[src/rtl/lyr1_pkg.sv]
// Shared constants and state encoding for the layer-1 neuron sequencer.
package lyr1_pkg;

   localparam int NW     = 9;
   localparam int ADDR_W = 4;

   typedef enum logic [2:0] {
      S_IDLE  = 3'd0,
      S_FETCH = 3'd1,
      S_LOAD  = 3'd2,
      S_CALC  = 3'd3,
      S_OUT   = 3'd4,
      S_FIN   = 3'd5
   } state_t;

endpackage

[src/rtl/maclyr1.sv]
// Nine-tap multiply-accumulate with bias; every product and the running sum
// wrap modulo 2^DW, so there is no saturation anywhere.
module maclyr1
   import lyr1_pkg::*;
#(
   parameter int DW = 16
) (
   input  logic [NW*DW-1:0] d,
   input  logic [NW*DW-1:0] w,
   input  logic [DW-1:0]    b,
   output logic [DW-1:0]    y
);

   logic [DW-1:0] acc;

   always_comb begin
      acc = b;
      for (int i = 0; i < NW; i++) begin
         acc = acc + d[i*DW +: DW] * w[i*DW +: DW];
      end
      y = acc;
   end

endmodule

[src/rtl/lyr1_sched.sv]
// Sequences one 3x3 window through N_NEURON layer-1 neurons: fetch weights,
// load them, run the MAC, then hand each result to the consumer in order.
module lyr1_sched
   import lyr1_pkg::*;
#(
   parameter int N_NEURON = 4,
   parameter int DW       = 16
) (
   input  logic                 clk,
   input  logic                 rst_n,
   input  logic                 start,
   input  logic [NW*DW-1:0]     pix,
   output logic [ADDR_W-1:0]    w_addr,
   output logic                 w_en,
   input  logic [(NW+1)*DW-1:0] w_rdata,
   output logic                 out_valid,
   input  logic                 out_ready,
   output logic [DW-1:0]        out_data,
   output logic [ADDR_W-1:0]    out_idx,
   output logic                 busy,
   output logic                 done,
   output state_t               dbg_state
);

   localparam logic [ADDR_W-1:0] LAST = ADDR_W'(N_NEURON - 1);

   state_t              state;
   logic [ADDR_W-1:0]   idx;
   logic [NW*DW-1:0]    win;
   logic [NW*DW-1:0]    wts;
   logic [DW-1:0]       bias;
   logic [DW-1:0]       mac_y;

   maclyr1 #(.DW(DW)) u_mac (
      .d (win),
      .w (wts),
      .b (bias),
      .y (mac_y)
   );

   // Handshake: a result transfers on a rising edge where out_valid and
   // out_ready are both 1; out_valid, out_data and out_idx hold until then,
   // and out_ready may be raised before out_valid.
   // All outputs are registered, so out_valid and w_en never see start or
   // out_ready combinationally.
   always_ff @(posedge clk or negedge rst_n) begin
      if (!rst_n) begin
         state     <= S_IDLE;
         idx       <= '0;
         win       <= '0;
         wts       <= '0;
         bias      <= '0;
         w_addr    <= '0;
         w_en      <= 1'b0;
         out_valid <= 1'b0;
         out_data  <= '0;
         out_idx   <= '0;
         busy      <= 1'b0;
         done      <= 1'b0;
      end else begin
         w_en <= 1'b0;
         done <= 1'b0;
         case (state)
            S_IDLE: begin
               if (start) begin
                  win    <= pix;
                  idx    <= '0;
                  w_addr <= '0;
                  w_en   <= 1'b1;
                  busy   <= 1'b1;
                  state  <= S_FETCH;
               end
            end
            S_FETCH: begin
               state <= S_LOAD;
            end
            S_LOAD: begin
               wts   <= w_rdata[NW*DW-1:0];
               bias  <= w_rdata[(NW+1)*DW-1 -: DW];
               state <= S_CALC;
            end
            S_CALC: begin
               out_data  <= mac_y;
               out_idx   <= idx;
               out_valid <= 1'b1;
               state     <= S_OUT;
            end
            S_OUT: begin
               if (out_ready) begin
                  out_valid <= 1'b0;
                  if (idx != LAST) begin
                     idx    <= idx + 1'b1;
                     w_addr <= idx + 1'b1;
                     w_en   <= 1'b1;
                     state  <= S_FETCH;
                  end else begin
                     done  <= 1'b1;
                     state <= S_FIN;
                  end
               end
            end
            S_FIN: begin
               busy  <= 1'b0;
               state <= S_IDLE;
            end
            default: begin
               busy      <= 1'b0;
               out_valid <= 1'b0;
               state     <= S_IDLE;
            end
         endcase
      end
   end

   assign dbg_state = state;

endmodule

[config.mk]
export PLATFORM = sky130hd
export DESIGN_NAME = lyr1_sched
export DESIGN_NICKNAME = d
export VERILOG_FILES = /design/src/rtl/lyr1_pkg.sv /design/src/rtl/maclyr1.sv /design/src/rtl/lyr1_sched.sv
export SDC_FILE = /design/constraint.sdc
export NUM_CORES = 2
export LEC_CHECK = 0
export CAP_MARGIN = 20
export CORE_ASPECT_RATIO = 0.8
export CORE_MARGIN = 2
export CORE_UTILIZATION = 35
export CTS_BUF_LIST = sky130_fd_sc_hd__clkbuf_4
export CTS_CLUSTER_SIZE = 12
export DETAILED_ROUTE_END_ITERATION = 16
export GPL_ROUTABILITY_DRIVEN = 0
export GPL_TIMING_DRIVEN = 0
export SYNTH_ARGS = -nofsm -noshare
export SYNTH_HDL_FRONTEND = slang
export SYNTH_SLANG_ARGS = --single-unit
[constraint.sdc]
create_clock -name clk -period 10.9 [get_ports clk]
set_input_delay 2.725 -clock clk [delete_from_list [all_inputs] [get_ports clk]]
set_output_delay 2.725 -clock clk [all_outputs]
set_load 0.05 [all_outputs]
==> results.md <==
* Clock-pin slew on the worst setup and hold paths at around 60 ps
* Most used cell, CP: fa_1
* Syn Inst Count at 5238
* H-tree depth at 3
* Worst setup EP type: flop
* Post-Route WL at roughly 160000 µm
* Slew Limit Fails at 0
* Largest cells by area after synthesis: fa_1 (37%), dfrtp_1 (17%), ha_1 (10%), inv_1 (8.5%), and2_1 (8.1%)
* Largest net degree at the start of global routing at 113
* Synth cell types at 36
* Fin. Hold Viols at 0
* GRT overflow at 0
* Achievable Freq at 103.2 MHz
* Synthesized Nets at 6884
* Setup_tns at 0 ps
* Max-cap violations at 0
* Antenna viol nets, final at 0
* Register area share after synthesis at 16.78%
* Hold Path Class: reg -> reg
* Setup repair after global routing missed its margin: no
* Final Setup Violations at 0
* Post-DP HPWL at roughly 140000 µm
* Crit path required time at 11940 ps
* Top-area cell type share of the netlist area at 37.11%
* Share of layout cells above drive strength 1 at 4.031%
* Die area at 0.1458 mm²
* Setup Skew at between 100 and 150 ps
* Setup Buffers After CTS at 0
* CP Class: reg -> reg
* Vias/cell at 4.671
* Synth-to-Final Area Change at 14.32%
* EDFF count, synth at 0
* Most frequent cells in the layout: inv_1 (1129), nand2_1 (1061), fa_1 (926), and2_1 (645), ha_1 (412)
* Die X at 426.4 µm
* Outcome: finished, final reports clean
* Period utilisation layout at 88.87%
* CP peak stage delay at 690 ps
* Max stage delay cell, worst path: fa_1
* WL/cell at between 20 and 25 µm
* Initial drt markers at between 2k and 2.5k
* DRC viols at 0
* Gates resized, CTS repair at 0
* Final min period at 9686 ps
* First-pass GRT wire length at 243200 µm
* Top_reg_cell synth: dfrtp_1
* CTS sink cnt at 335
* Hold-fix buffers, CTS at 0
* Post-synthesis cell area at 0.04995 mm²
* #FFs+latches synth at ~340
* Async set-reset flop share out of synthesis at 100.0%
* Nets at 7325
* Max transition margin at 31.09%
* Vias in the first global route at 38.25k
* Syn Area/Cell at 9.536 µm²
* CTS tree: built
* Post-synth top area cell: fa_1
* Vias post-DR at ~36k
* Number of CTS-inserted buffers at 96
* Top-level I/O count at ~340
* Total GRT Usage at 22.62%
* Critical Path AT at ~11000 ps
* Initial antenna violation count at 9
* Rows at 123
* Count of buffers from port buffering at 338
* Core area at 0.1411 mm²
* Fillers at 14.05k
* Critical-path maximum fanout at 10
* Deepest clock path buffer count at 3
* Commonest non-fill, non-tap cell in the layout: inv_1
* Clk Latency, worst-skew pair at 1120 ps
* Worst-Margin Slew at ~1000 ps
* Die height at 341.9 µm
* Starting Density at 35.39%
* Ys Warns at 0
* DR pass1 iterations at 5
* Critical path startpoint category: flop
* Root Driver: clkbuf_4
layer usage:
metal | GRT usage (%) | share of wire (%)
met1 | 32.98 | 46
met2 | 33.72 | 43
met3 | 5.113 | 8.0
met4 | 6.022 | 2.5
met5 | 0 | 0.043
sequential cells by signal, indices dropped and copies added, names as in the netlist, 3 cells and up:
| register | flops |
|---|---|
| bias | 16 |
| dbg_state | 3 |
| idx | 4 |
| out_data | 16 |
| out_idx | 4 |
| win | 144 |
| wts | 144 |
worst max-delay path: cells and delay by family (launching register included):
| kind | cells | cell delay (ps) |
|---|---|---|
| compound gates | 1 | 120 |
| xor+xnor | 8 | 1600 |
| fa+ha+maj | 12 | 6240 |
| buf+inv | 8 | 1000 |
| flops | 1 | 550 |
| simple gates | 1 | 170 |
final cells by class:
cell class                 instances  area, µm²  area share [%]
timing repair buffer             343       3506           6.140
clock inverter                    33      222.7          0.3901
sequential                       335       8383           14.68
clock buffer                     141       1059           1.854
multi-input combinational       3565      36520           63.96
buffer                           208      803.3           1.407
antenna                            6      15.01         0.02630
inverter                        1130       4242           7.429
tap                             1875       2346           4.109
worst paths after layout:
check                      slack, ps                  endpoint                start  depth (start not counted)
setup / recovery                1210  out_data[15]$_DFFE_PN0P_  wts[33]$_DFFE_PN0P_                         30
hold / removal                   480       win[47]$_DFFE_PN0P_  win[47]$_DFFE_PN0P_                          2
setup reg to reg                1210  out_data[15]$_DFFE_PN0P_  wts[33]$_DFFE_PN0P_                         30
min in group asynchronous       1580      win[118]$_DFFE_PN0P_                rst_n                          1
max in group asynchronous       7880       wts[25]$_DFFE_PN0P_                rst_n                          3
hold reg to reg                  480       win[47]$_DFFE_PN0P_  win[47]$_DFFE_PN0P_                          2
logic make-up after synthesis:
family	Yosys count	share of synthesized area, %
AND/OR/NAND/NOR	1731	16.29
buffers and inverters	1338	10.10
adder cells (fa/ha/maj)	1338	47.43
flip-flops	335	16.78
XOR/XNOR	297	5.366
multiplexers	155	3.494
AO/OA/AOI/OAI	44	0.5336
cells in the mapped netlist (2+ instances only):
master / n
mux2_1: 115
buf_2: 16
ha_1: 412
nand2_2: 3
nand2_1: 1061
inv_1: 1129
and2_1: 645
o21ai_1: 17
fa_1: 926
o21ai_0: 3
o21bai_1: 4
clkbuf_1: 182
a21o_1: 3
nor2_1: 14
xnor2_2: 5
xnor3_1: 3
a21oi_1: 10
o21a_1: 2
mux2_2: 40
xnor2_1: 234
buf_1: 10
nand3_1: 2
xor2_1: 55
dfrtp_1: 335
per-stage QoR:
stage                     worst slack, ps  area [µm²]  utilization, %  hold WS [ps]  cells
after detailed placement             1171       55800           39.54         463.4   7456
after floorplan                      2408       49950               -         446.0   5238
after CTS                            1208       57080           40.45         484.2   7630
final                                1214       57100           40.46         482.2   7636
after global placement              -8588       55680           39.45         463.8   7451
after global routing                887.7       57090           40.46         510.3   7634
Power is left out: the tool's default activity adds up to more than one toggle a clock period on the data nets, which glitch-free logic cannot reach.
